--- config.mk ---
export PLATFORM = sky130hd
export DESIGN_NAME = bcd_updown_counter_flat
export DESIGN_NICKNAME = d
export VERILOG_FILES = /design/src/rtl/bcd_updown_counter_pkg.sv /design/src/rtl/bcd_updown_counter_if.sv /design/src/rtl/bcd_updown_counter_digit.sv /design/src/rtl/bcd_updown_counter.sv /design/src/flat_wrapper.sv
export SDC_FILE = /design/constraint.sdc
export NUM_CORES = 1
export LEC_CHECK = 0
export BUFFER_PORTS_ARGS = -buffer_cell sky130_fd_sc_hd__buf_2
export CORE_MARGIN = 5
export CORE_UTILIZATION = 54
export DETAILED_ROUTE_END_ITERATION = 10
export HOLD_SLACK_MARGIN = 0.15
export MAX_ROUTING_LAYER = met4
export PLACE_DENSITY = 0.8
export SLEW_MARGIN = 15
export SYNTH_ARGS = -nofsm -noshare
export SYNTH_HDL_FRONTEND = slang
export SYNTH_SLANG_ARGS = --single-unit
--- constraint.sdc ---
create_clock -name i_clk -period 2.2 [get_ports i_clk]
set_input_delay 0.44 -clock i_clk [delete_from_list [all_inputs] [get_ports i_clk]]
set_output_delay 0.44 -clock i_clk [all_outputs]
set_load 0.05 [all_outputs]
--- src/rtl/bcd_updown_counter_pkg.sv ---
// Shared constants and BCD helper functions for the up/down BCD counter.
package bcd_updown_counter_pkg;

  localparam logic [3:0] BCD_NINE   = 4'h9;
  localparam int         MAX_DIGITS = 8;

  // True when each of the low `digits` nibbles of v is a legal BCD digit.
  function automatic logic is_bcd(input logic [31:0] v, input int digits);
    logic ok;
    ok = 1'b1;
    for (int i = 0; i < MAX_DIGITS; i++) begin
      if (i < digits && v[4*i +: 4] > BCD_NINE) ok = 1'b0;
    end
    return ok;
  endfunction

  // All-nines terminal value for a counter of `digits` digits.
  function automatic logic [31:0] all_nines(input int digits);
    logic [31:0] v;
    v = '0;
    for (int i = 0; i < MAX_DIGITS; i++) begin
      if (i < digits) v[4*i +: 4] = BCD_NINE;
    end
    return v;
  endfunction

endpackage

--- src/rtl/bcd_updown_counter_if.sv ---
// Control/data bundle of one counter; the master drives strobes and data.
interface bcd_updown_counter_if #(
  parameter int DIGITS = 4
) ();

  logic                  en;
  logic                  up;
  logic                  ld;
  logic [4*DIGITS-1:0]   d;
  logic [4*DIGITS-1:0]   q;
  logic                  tc;
  logic                  lderr;

  modport master (output en, up, ld, d, input q, tc, lderr);
  modport slave  (input en, up, ld, d, output q, tc, lderr);

endinterface

--- src/rtl/bcd_updown_counter_digit.sv ---
// One BCD digit register with load, wrap and single-step inc/dec.
module bcd_updown_counter_digit
  import bcd_updown_counter_pkg::*;
(
  input  logic       i_clk,
  input  logic       i_rst,
  input  logic       i_inc,
  input  logic       i_dec,
  input  logic       i_ld,
  input  logic [3:0] i_ld_val,
  input  logic       i_wrap,
  input  logic [3:0] i_wrap_val,
  output logic [3:0] o_q,
  output logic       o_is9,
  output logic       o_is0
);

  logic [3:0] r_q;

  // Digit update: load beats wrap, wrap beats stepping.
  always_ff @(posedge i_clk or posedge i_rst) begin
    if (i_rst) begin
      r_q <= 4'h0;
    end else if (i_ld) begin
      r_q <= i_ld_val;
    end else if (i_wrap) begin
      r_q <= i_wrap_val;
    end else if (i_inc) begin
      r_q <= (r_q == BCD_NINE) ? 4'h0 : r_q + 4'h1;
    end else if (i_dec) begin
      r_q <= (r_q == 4'h0) ? BCD_NINE : r_q - 4'h1;
    end
  end

  assign o_q   = r_q;
  assign o_is9 = (r_q == BCD_NINE);
  assign o_is0 = (r_q == 4'h0);

endmodule

--- src/rtl/bcd_updown_counter.sv ---
// N-digit BCD up/down counter with programmable terminal value, validated
// parallel load and a combinational cascade terminal-count output.
module bcd_updown_counter
  import bcd_updown_counter_pkg::*;
#(
  parameter int          DIGITS = 4,
  parameter logic [31:0] MAX    = all_nines(DIGITS)
) (
  input  logic                i_clk,
  input  logic                i_rst,
  bcd_updown_counter_if.slave bus
);

  localparam int             W     = 4 * DIGITS;
  localparam logic [W-1:0]   MAX_W = MAX[W-1:0];

  // Reject an out-of-range digit count or a terminal value that is not BCD
  // or has bits set above the counter width.
  generate
    if (DIGITS < 1 || DIGITS > MAX_DIGITS || !is_bcd(MAX, DIGITS) || (MAX >> W) != 32'd0) begin : g_bad_max
      $error("bcd_updown_counter: illegal DIGITS or MAX");
    end
  endgenerate

  logic [W-1:0]      w_q;
  logic [W-1:0]      w_wrap_val;
  logic [DIGITS-1:0] w_is9;
  logic [DIGITS-1:0] w_is0;
  logic [DIGITS-1:0] w_inc;
  logic [DIGITS-1:0] w_dec;
  logic              w_max_hit;
  logic              w_zero;
  logic              w_d_ok;
  logic              w_ld_ok;
  logic              w_cnt_up;
  logic              w_cnt_dn;
  logic              w_wrap;
  logic              w_unused_msd;
  logic              r_lderr;

  assign w_max_hit  = (w_q == MAX_W);
  assign w_zero     = (w_q == '0);

  // Packed BCD orders like plain binary, so a magnitude compare suffices.
  assign w_d_ok     = is_bcd(32'(bus.d), DIGITS) && (bus.d <= MAX_W);
  assign w_ld_ok    = bus.ld & w_d_ok;

  // Counting only happens in non-load cycles; a rejected load also holds.
  assign w_cnt_up   = bus.en & ~bus.ld & bus.up;
  assign w_cnt_dn   = bus.en & ~bus.ld & ~bus.up;
  assign w_wrap     = (w_cnt_up & w_max_hit) | (w_cnt_dn & w_zero);
  assign w_wrap_val = bus.up ? '0 : MAX_W;

  // The top digit's flags do not feed any higher stage.
  assign w_unused_msd = w_is9[DIGITS-1] | w_is0[DIGITS-1];

  genvar gi;
  generate
    for (gi = 0; gi < DIGITS; gi++) begin : g_digit
      if (gi == 0) begin : g_lsd
        assign w_inc[gi] = w_cnt_up;
        assign w_dec[gi] = w_cnt_dn;
      end else begin : g_chain
        assign w_inc[gi] = w_inc[gi-1] & w_is9[gi-1];
        assign w_dec[gi] = w_dec[gi-1] & w_is0[gi-1];
      end

      bcd_updown_counter_digit u_digit (
        .i_clk      (i_clk),
        .i_rst      (i_rst),
        .i_inc      (w_inc[gi]),
        .i_dec      (w_dec[gi]),
        .i_ld       (w_ld_ok),
        .i_ld_val   (bus.d[4*gi +: 4]),
        .i_wrap     (w_wrap),
        .i_wrap_val (w_wrap_val[4*gi +: 4]),
        .o_q        (w_q[4*gi +: 4]),
        .o_is9      (w_is9[gi]),
        .o_is0      (w_is0[gi])
      );
    end
  endgenerate

  // Load-error flag: high for the cycle after each rejected load.
  always_ff @(posedge i_clk or posedge i_rst) begin
    if (i_rst) begin
      r_lderr <= 1'b0;
    end else begin
      r_lderr <= bus.ld & ~w_d_ok;
    end
  end

  assign bus.q     = w_q;
  assign bus.tc    = bus.en & ((bus.up & w_max_hit) | (~bus.up & w_zero));
  assign bus.lderr = r_lderr;

endmodule

--- src/flat_wrapper.sv ---
// flat-port wrapper written by rule: the top's interface ports become plain ports
module bcd_updown_counter_flat import bcd_updown_counter_pkg::*;
#(
  parameter int          DIGITS = 4,
  parameter logic [31:0] MAX    = all_nines(DIGITS)
)
  (i_clk, i_rst, bus_en, bus_up, bus_ld, bus_d, bus_q, bus_tc, bus_lderr);
  bcd_updown_counter_if #(.DIGITS(DIGITS)) bus_i ();
  input  logic i_clk;
  input  logic i_rst;
  input wire logic [$bits(bus_i.en)-1:0] bus_en;
  input wire logic [$bits(bus_i.up)-1:0] bus_up;
  input wire logic [$bits(bus_i.ld)-1:0] bus_ld;
  input wire logic [$bits(bus_i.d)-1:0] bus_d;
  output wire logic [$bits(bus_i.q)-1:0] bus_q;
  output wire logic [$bits(bus_i.tc)-1:0] bus_tc;
  output wire logic [$bits(bus_i.lderr)-1:0] bus_lderr;
  assign bus_i.en = bus_en;
  assign bus_i.up = bus_up;
  assign bus_i.ld = bus_ld;
  assign bus_i.d = bus_d;
  assign bus_q = bus_i.q;
  assign bus_tc = bus_i.tc;
  assign bus_lderr = bus_i.lderr;
  bcd_updown_counter #(.DIGITS(DIGITS), .MAX(MAX)) u_core (.i_clk(i_clk), .i_rst(i_rst), .bus(bus_i));
endmodule
==> impl_metrics.json, run 1 <==
{
  "die_area_um2": 4396,
  "first_iter_violations": 195,
  "grt_max_degree": 18,
  "whs_ns": 0.2240,
  "grt.overflow.total": 0,
  "synth_nets": 241,
  "fin_util": 0.6934,
  "place.gp.congestion": 0.9925,
  "ir_drop_mv": 0.5891,
  "fin_cells": 312,
  "num_rows": 20,
  "cts_tree": "built",
  "ys_types": 67,
  "post-place-ws_ns": 0.1167,
  "dp_hpwl_um": 3635,
  "fin_skew_ns": 0.003880,
  "async_reset_ff_frac": 1.000,
  "root_buffer": "clkbuf_4",
  "coreArea_um2": 3053,
  "synth_cells": 220,
  "crit_path_cell_trace": "and4bb_4 -> nand3_4 -> nor4_4 -> a31oi_2 -> nor2b_4 -> buf_6",
  "yosysSeqAreaShare": 0.2485,
  "total_power_uw": 2360,
  "synth.area.top_cells": "dfrtp_1, nand2_1, nor2_1",
  "synth_top_area_cell": "dfrtp_1",
  "crit_type": "flip-flop to output port",
  "worstPathArrival_ns": 1.79,
  "rsz0062_at_grt": "true",
  "relSlewSlack": 0.5284,
  "ys_ff_latch": 17,
  "ys.flop_type": "dfrtp_1",
  "ant_nets": 0,
  "initial_core_util": 0.5607,
  "grt_pass1_vias": 1711,
  "synth_edf_count": 0,
  "yosysMostFrequentCell": "nand2_1",
  "die_h_um": 66.30,
  "layout_setup_ws_ns": -0.03009,
  "crit_family": "simple AND/OR/NAND/NOR gates",
  "period_needed_ns": 2.230,
  "cts_hold_buffers": 0,
  "endpoint_kind": "output port",
  "io_buffers": 38,
  "drv_slew": 0,
  "hp-class": "input pin to asynchronous set/reset pin",
  "finalHoldViolations": 0,
  "cp_max_fo": 4,
  "clock_latency_ns": 0.31,
  "dp.cells": 307,
  "p_per_area_nw_per_um2": 1115,
  "ioPinCount": 39,
  "synth.avg_cell_area_um2": 7.780,
  "worst_setup_path_start_kind": "flip-flop",
  "status": "finished with violations",
  "timing.fmax_mhz": 448.4,
  "worst-path-buf-inv": 1,
  "drtPass1Iterations": 4,
  "vias_per_cell": 5.913,
  "clock-sinks": 17,
  "die_w_um": 66.30,
  "crit_required_ns": 1.76,
  "slowest_stage": "dfrtp_2",
  "route.vias.total": 1845,
  "ys_warn_count": 0,
  "drc": 0,
  "drv_cap": 0,
  "tightest_slew_ns": 0.7067,
  "antenna_found_initial": 0,
  "violations": "setup timing",
  "areaGrowthSynthToFinish_pct": 23.68,
  "r2r_cells": 7,
  "h-tree-depth": 1,
  "period_share": 1.014,
  "clk_pin_slew_ns": 0.11,
  "crit_cells": 6,
  "grt_use_total": 0.2489,
  "clockBufferDepth": 2,
  "post_drt_wl_per_cell_um": 15.31,
  "synth_area_um2": 1712,
  "slowest_delay_ns": 0.43,
  "leakage_uw": 0.0008767,
  "synth_top_area_share": 0.2485,
  "postRouteWirelength_um": 4777,
  "synth_commonest_cells": "nand2_1, nor2_1, dfrtp_1, o21ai_0, nor3_1",
  "cts_buffers": 3,
  "finalSetupViolCount": 1,
  "drive_gt1_frac": 0.3731,
  "antennaDiodeCount": 0,
  "nets": 290,
  "grt_pass1_wl_um": 8273
}
## report_power, final
group	leakage [µW]	internal [µW]	total [µW]	switching [µW]
combinational	0.000665	600	1620	1020
sequential	0.000197	431	556	125
clock	0.0000150	70.9	182	111
total	0.000877	1100	2360	1260
## registers in the layout (all words and copies together) (netlist names)
name / cells
u_core.bus.lderr: 1
u_core.g_digit.u_digit.o_q: 16
## per-layer routing
| layer | track usage | wire [µm] |
|---|---|---|
| met1 | 0.3146 | 2143 |
| met2 | 0.3990 | 2274 |
| met3 | 0.03912 | 266 |
| met4 | 0.09391 | 92 |
| met5 | - | 0 |
## layout by cell type, fill, tap and decap left out, drive strengths merged, types with 6 or more instances in the layout
| master | instances |
|---|---|
| a21oi | 10 |
| buf | 66 |
| dfrtp | 17 |
| nand3 | 10 |
| nor3 | 12 |
| a31oi | 8 |
| xnor2 | 6 |
| nor2 | 20 |
| nand2 | 25 |
| o21ai | 14 |
## metrics by stage
step | cell area (µm²) | setup TNS [ns]
2_1_floorplan | 1737 | -0.0002972
5_1_grt | 2117 | -0.1093
3_3_place_gp | 2059 | 0
3_5_place_dp | 2059 | 0
6_report | 2117 | -0.03009
4_1_cts | 2117 | -0.02744
## cell type report
| type | count | area, µm² |
|---|---|---|
| multi-input combinational | 178 | 1181 |
| clock buffer | 4 | 26.28 |
| fill | 270 | 935.9 |
| timing repair buffer | 66 | 406.6 |
| sequential | 17 | 436.7 |
| tap | 44 | 55.05 |
| inverter | 3 | 11.26 |
## cell families (layout without fill, tap and decap cells)
logic type / count (synthesis) / count (layout) / synth area share
compound gates: 66 / 66 / 0.2741
xor+xnor: 8 / 8 / 0.04094
buf+inv: 25 / 73 / 0.07602
flops: 17 / 17 / 0.2485
mux: 4 / 4 / 0.02485
simple gates: 100 / 100 / 0.3355
## worst reg2reg max path, cell delays in order (launching register included)
cell and delay (ns):
dfrtp_1 0.45, and4bb_2 0.30, nand3_4 0.10, nor4_4 0.05, buf_4 0.15, a211o_2 0.34, buf_4 0.18, o311a_1 0.33
## path summary, 6_finish.rpt
kind                                             startpoint                          endpoint  slack (ns)
setup / recovery           u_core.g_digit[0].u_digit.o_q[1]                            bus_tc       -0.03
hold / removal                                        i_rst  u_core.g_digit[2].u_digit.o_q[3]        0.22
setup reg to reg           u_core.g_digit[1].u_digit.o_q[0]  u_core.g_digit[3].u_digit.o_q[2]        0.19
hold reg to reg            u_core.g_digit[2].u_digit.o_q[0]  u_core.g_digit[2].u_digit.o_q[0]        0.67
max in group asynchronous                             i_rst  u_core.g_digit[0].u_digit.o_q[2]        1.48
min in group i_clk                                 bus_d[4]  u_core.g_digit[1].u_digit.o_q[0]        0.33
## repair_timing
| item | 4_1_cts | 5_1_grt |
|---|---|---|
| endpoints found under the hold margin | 0 | 0 |
| buffers inserted | 1 | 0 |
| pin swaps | 1 | 0 |
| setup endpoints to repair | 1 | 1 |
| gates resized for setup | 5 | 1 |
Power figures use the tool's default switching activity.
==> run 2, diff against run 1 <==
--- a/config.mk
+++ b/config.mk
@@ -6,12 +6,15 @@
 export NUM_CORES = 1
 export LEC_CHECK = 0
 export BUFFER_PORTS_ARGS = -buffer_cell sky130_fd_sc_hd__buf_2
+export CELL_PAD_IN_SITES_DETAIL_PLACEMENT = 0
+export CELL_PAD_IN_SITES_GLOBAL_PLACEMENT = 1
 export CORE_MARGIN = 5
-export CORE_UTILIZATION = 54
+export CORE_UTILIZATION = 39
 export DETAILED_ROUTE_END_ITERATION = 10
+export GPL_TIMING_DRIVEN = 0
 export HOLD_SLACK_MARGIN = 0.15
 export MAX_ROUTING_LAYER = met4
-export PLACE_DENSITY = 0.8
+export PLACE_DENSITY_LB_ADDON = 0.1
 export SLEW_MARGIN = 15
 export SYNTH_ARGS = -nofsm -noshare
 export SYNTH_HDL_FRONTEND = slang
==> run 2 against run 1 <==
Compared with the run above: final cell count increased by 6.1%; clock skew increased by 0.0011 ns; wire length increased by 10%; fmax increased by 0.47%; sequential cell count unchanged; worst hold slack improved by 0.059 ns; count of clock-buffer cells in the layout unchanged; core utilization decreased by 17 points; largest cell class unchanged; via count increased by 1.6%; the flow still finishes with violations (setup timing); design area increased by 5.6%; sequential share of layout area decreased by 1.0 points.
==> impl_metrics.json, run 2 (synthesized netlist as in run 1, its figures left out) <==
{
  "grt_pass1_wl_um": 8700,
  "whs_ns": 0.2829,
  "die_w_um": 76.25,
  "vias_per_cell": 5.662,
  "coreArea_um2": 4294,
  "period_share": 1.009,
  "drive_gt1_frac": 0.3871,
  "grt_pass1_vias": 1745,
  "clock-sinks": 17,
  "endpoint_kind": "output port",
  "layout_setup_ws_ns": -0.01972,
  "tns_ns": -0.01972,
  "route.vias.total": 1874,
  "largest_reg_flops": 16,
  "leakage_uw": 0.0009203,
  "antenna_found_initial": 0,
  "drtPass1Iterations": 4,
  "rr_endpoint": "u_core.g_digit[3].u_digit.o_q[1]",
  "clk_pin_slew_ns": 0.07,
  "grt.overflow.total": 0,
  "cts_buffers": 3,
  "rsz0062_at_grt": "true",
  "finalHoldViolations": 0,
  "layout_common_cells": "buf_2, nand2_1, buf_4",
  "cts_hold_buffers": 0,
  "post-place-ws_ns": -0.1161,
  "clockBufferDepth": 2,
  "relSlewSlack": 0.5266,
  "finalSetupViolCount": 1,
  "slowest_delay_ns": 0.41,
  "worstPathArrival_ns": 1.78,
  "violations": "setup timing",
  "root_buffer": "clkbuf_8",
  "ir_drop_mv": 0.4833,
  "die_area_um2": 5814,
  "areaGrowthSynthToFinish_pct": 30.63,
  "slowest_stage": "dfrtp_2",
  "crit_path_cell_trace": "and4bb_4 -> nand3_4 -> nor4_4 -> a31oi_2 -> nor2b_4 -> buf_8",
  "dp.cells": 310,
  "cts_tree": "built",
  "ioPinCount": 39,
  "cp_max_fo": 3,
  "rrSetupSlack_ns": 0.11,
  "grt_use_total": 0.1859,
  "postRouteWirelength_um": 5253,
  "nFillCells": 449,
  "place.gp.congestion": 0.7918,
  "hp-class": "input pin to asynchronous set/reset pin",
  "die_h_um": 76.25,
  "p_per_area_nw_per_um2": 1122,
  "timing.rr.start": "u_core.g_digit[0].u_digit.o_q[0]",
  "drc": 0,
  "timing.fmax_mhz": 450.5,
  "startpoint": "u_core.g_digit[0].u_digit.o_q[1]",
  "tightest_slew_ns": 0.7093,
  "final_common_cell": "buf_2",
  "endpoint": "bus_tc",
  "r2r_cells": 8,
  "nets": 301,
  "h-tree-depth": 1,
  "clock_latency_ns": 0.26,
  "io_buffers": 38,
  "drv_cap": 0,
  "ant_nets": 0,
  "fin_skew_ns": 0.004980,
  "worst_setup_path_start_kind": "flip-flop",
  "status": "finished with violations",
  "num_rows": 24,
  "crit_type": "flip-flop to output port",
  "first_iter_violations": 81,
  "fin_cells": 331,
  "dp_hpwl_um": 3675,
  "post_drt_wl_per_cell_um": 15.87,
  "initial_core_util": 0.3986,
  "antennaDiodeCount": 0,
  "drv_slew": 0,
  "period_needed_ns": 2.220,
  "crit_required_ns": 1.76,
  "grt_max_degree": 18
}
## run 2: changes by cell type in the layout (fill, tap and decap cells not counted), sizes merged
cell | before | now
buf | 66 | 68
clkbuf | 4 | 13
## run 2: metrics by stage
step,power [µW],utilization,area [µm²]
global route,2682,0.5207,2236
CTS,2477,0.5085,2183
finish,2509,0.5207,2236
global placement,2055,0.4639,1992
detailed placement,2061,0.4639,1992
floorplan,1735,-,1737
## run 2: worst max-delay path, delay by kind of cell (launching register included)
kind                   cells  cell delay, ns
AND/OR/NAND/NOR            4            0.87
flip-flops                 1            0.41
buffers and inverters      1            0.15
AO/OA/AOI/OAI              1            0.10
## run 2: per-layer routing
metal | vias to the layer above | share of wire | track usage
li1 | 943 | - | -
met3 | 8 | 0.028 | 0.01891
met2 | 30 | 0.47 | 0.2825
met1 | 893 | 0.48 | 0.2545
met5 | - | 0 | -
met4 | 0 | 0.016 | 0.06993
## run 2: timing repair
action | 4_1_cts | 5_1_grt
pin swaps | 7 | 3
setup endpoints to repair | 2 | 6
setup buffers | 15 | 6
resized for setup | 12 | 5
## run 2: how the worst min path moves through the flow
| stage | slack (ns) | endpoint | depth (start not counted) | start |
|---|---|---|---|---|
| 2_1_floorplan | 0.37 | u_core.bus.lderr | 1 | i_rst |
| 3_3_place_gp | 0.61 | u_core.g_digit[1].u_digit.o_q[0] | 2 | i_rst |
| 3_5_place_dp | 0.60 | u_core.g_digit[1].u_digit.o_q[0] | 2 | i_rst |
| 4_1_cts | 0.32 | u_core.g_digit[1].u_digit.o_q[0] | 2 | i_rst |
| 5_1_grt | 0.34 | u_core.g_digit[1].u_digit.o_q[1] | 2 | i_rst |
| 6_report | 0.28 | u_core.g_digit[1].u_digit.o_q[1] | 2 | i_rst |
## run 2: layout make-up
| class | count | area [µm²] | share of cell area |
|---|---|---|---|
| multi-input combinational | 178 | 1217 | 0.5445 |
| timing repair buffer | 59 | 357.8 | 0.1600 |
| sequential | 17 | 437.9 | 0.1959 |
| buffer | 18 | 101.3 | 0.04533 |
| tap | 52 | 65.06 | 0.02910 |
| inverter | 3 | 11.26 | 0.005036 |
| clock buffer | 4 | 45.04 | 0.02015 |
## run 2: report_power, final
group	leakage (µW)	switching [µW]	total, µW	internal [µW]
combinational	0.000702	1100	1720	621
sequential	0.000196	108	541	433
clock	0.0000228	117	246	129
==> run 3, diff against run 2 <==
--- a/config.mk
+++ b/config.mk
@@ -9,12 +9,13 @@
 export CELL_PAD_IN_SITES_DETAIL_PLACEMENT = 0
 export CELL_PAD_IN_SITES_GLOBAL_PLACEMENT = 1
 export CORE_MARGIN = 5
-export CORE_UTILIZATION = 39
+export CORE_UTILIZATION = 35
 export DETAILED_ROUTE_END_ITERATION = 10
 export GPL_TIMING_DRIVEN = 0
 export HOLD_SLACK_MARGIN = 0.15
 export MAX_ROUTING_LAYER = met4
 export PLACE_DENSITY_LB_ADDON = 0.1
+export RECOVER_POWER = 100
 export SLEW_MARGIN = 15
 export SYNTH_ARGS = -nofsm -noshare
 export SYNTH_HDL_FRONTEND = slang
==> constraint.sdc (replaced) <==
create_clock -name i_clk -period 1.9 [get_ports i_clk]
set_input_delay 0.38 -clock i_clk [delete_from_list [all_inputs] [get_ports i_clk]]
set_output_delay 0.38 -clock i_clk [all_outputs]
set_load 0.05 [all_outputs]
==> run 3 against run 2 <==
Compared with the run above: sequential cell count unchanged; register-to-register slack worse by 0.20 ns; total power up 24%; die area up 9.9%; via count up 4.9%; clock power up 23%; the run still ends with setup timing left; largest power group unchanged; setup slack worse by 0.19 ns; global-route usage up 0.39 points; wire length up 10%; first-iteration DRC count up 31%.
==> impl_metrics.json, run 3 (synthesized netlist as in run 1, its figures left out) <==
{
  "pwr-share-clk": 0.098,
  "swShare": 0.5295,
  "worst_setup_path_start_kind": "flip-flop",
  "rrSetupSlack_ns": -0.09,
  "die_h_um": 79.93,
  "p_int_uw": 1459,
  "clockBufferDepth": 2,
  "first_iter_violations": 106,
  "drive_gt1_frac": 0.4216,
  "cts_hold_buffers": 0,
  "combPwrFrac": 0.696,
  "ioPinCount": 39,
  "fin_cells": 354,
  "largest_reg_flops": 16,
  "timing.fmax_mhz": 473.1,
  "rsz0062_at_grt": "true",
  "crit_family": "simple AND/OR/NAND/NOR gates",
  "drc": 0,
  "grt_pass1_wl_um": 9246,
  "layout_setup_ws_ns": -0.2136,
  "fin_util": 0.5266,
  "h-tree-depth": 1,
  "ir_drop_mv": 0.6525,
  "slowest_delay_ns": 0.42,
  "p_per_area_nw_per_um2": 1246,
  "grt_pass1_vias": 1820,
  "drv_cap": 0,
  "num_rows": 25,
  "die_area_um2": 6389,
  "io_buffers": 38,
  "post-place-ws_ns": -0.4408,
  "drv_slew": 0,
  "period_share": 1.112,
  "r2r_cells": 7,
  "hp-class": "input pin to asynchronous set/reset pin",
  "coreArea_um2": 4723,
  "clock_latency_ns": 0.27,
  "dp_hpwl_um": 3762,
  "endpoint_kind": "output port",
  "slowest_stage": "dfrtp_2",
  "grt.overflow.total": 0,
  "ant_nets": 0,
  "vias_per_cell": 5.554,
  "period_needed_ns": 2.114,
  "crit_required_ns": 1.52,
  "grt_max_degree": 18,
  "status": "finished with violations",
  "cts_buffers": 3,
  "postRouteWirelength_um": 5801,
  "dp.cells": 325,
  "clock-sinks": 17,
  "crit_type": "flip-flop to output port",
  "antenna_found_initial": 0,
  "final_common_cell": "buf_4",
  "finalSetupViolCount": 8,
  "drtPass1Iterations": 4,
  "layout_common_cells": "buf_4, nand2_1, buf_2",
  "crit_path_cell_trace": "and4bb_4 -> nand3_4 -> nor4_4 -> a31oi_2 -> nor2b_4 -> buf_8",
  "antennaDiodeCount": 0,
  "finalHoldViolations": 0,
  "leakage_uw": 0.0009556,
  "initial_core_util": 0.3624,
  "power_frac_seq": 0.207,
  "worstPathArrival_ns": 1.73,
  "relSlewSlack": 0.4909,
  "p_sw_uw": 1641,
  "cp_max_fo": 3,
  "clk_pin_slew_ns": 0.09,
  "violations": "setup timing",
  "die_w_um": 79.93,
  "whs_ns": 0.2343,
  "post_drt_wl_per_cell_um": 16.39,
  "nets": 309,
  "tightest_slew_ns": 0.7629,
  "route.vias.total": 1966,
  "root_buffer": "clkbuf_8",
  "worst-path-buf-inv": 1,
  "place.gp.congestion": 0.8118,
  "fin_skew_ns": 0.008574,
  "areaGrowthSynthToFinish_pct": 45.32,
  "grt_use_total": 0.1898,
  "total_power_uw": 3100,
  "rr_endpoint": "u_core.g_digit[3].u_digit.o_q[3]",
  "timing.rr.start": "u_core.g_digit[1].u_digit.o_q[2]",
  "cts_tree": "built"
}
-- run 3: changes by cell type in the layout (fill, tap and decap cells not counted), moves of 5 or more --
cell      change
dfrtp_1       -5
dfrtp_2       +5
clkbuf_1     +13
buf_4         +8
buf_2        -21
-- run 3: cell type report --
| type | instances | area [µm²] |
|---|---|---|
| Timing Repair Buffer | 70 | 451.7 |
| Clock inverter | 1 | 5.005 |
| Tap cell | 67 | 83.83 |
| Buffer | 15 | 120.1 |
| Sequential cell | 17 | 444.2 |
| Multi-Input combinational cell | 178 | 1330 |
| Clock buffer | 3 | 41.29 |
| Fill cell | 454 | 2236 |
| Inverter | 3 | 11.26 |
-- run 3: how the worst max path moves through the flow --
stage / start / end / slack, ns / cells after the start
6_report: u_core.g_digit[1].u_digit.o_q[2] / bus_tc / -0.21 / 6
5_1_grt: u_core.g_digit[1].u_digit.o_q[2] / bus_tc / -0.31 / 6
4_1_cts: u_core.g_digit[1].u_digit.o_q[2] / bus_tc / -0.27 / 6
3_5_place_dp: bus_d[10] / u_core.g_digit[1].u_digit.o_q[1] / -0.44 / 8
3_3_place_gp: bus_d[10] / u_core.g_digit[1].u_digit.o_q[1] / -0.46 / 8
2_1_floorplan: u_core.g_digit[1].u_digit.o_q[1] / bus_tc / -0.22 / 6
-- run 3: repair_timing --
action	in CTS	in global routing
pin swaps	18	10
setup endpoints to repair	13	12
setup buffers	25	8
gates cloned	1	0
gates resized for setup	29	17
-- run 3: worst register-to-register path: stages, from the launching register on --
cell and delay [ns]:
dfrtp_2 0.42, and4bb_4 0.37, nand3_4 0.09, nor4_4 0.21, buf_4 0.19, a211o_4 0.18, mux2_4 0.32, a31oi_1 0.14
-- run 3: routing by layer --
| layer | share of wire | vias up | track usage | routed length (µm) |
|---|---|---|---|---|
| met2 | 0.48 | 66 | 0.3022 | 2804 |
| met1 | 0.46 | 936 | 0.2502 | 2664 |
| met5 | 0 | - | - | 0 |
| met3 | 0.046 | 6 | 0.02709 | 264 |
| met4 | 0.012 | 0 | 0.05574 | 68 |
| li1 | - | 958 | - | - |
-- run 3: metrics by stage --
stage,TNS (ns),cell area (µm²)
floorplan,-1.074,1803
global placement,-4.688,2077
detailed placement,-4.370,2077
CTS,-0.6433,2410
global route,-1.622,2487
finish,-0.5356,2487
-- run 3: power groups by stage --
stage               Sequential, µW  Clock [µW]  Combinational [µW]
global route                   662         323                2330
floorplan                     1080           0                1010
CTS                            635         312                2090
finish                         641         303                2160
detailed placement             655           0                1810
global placement               652           0                1810
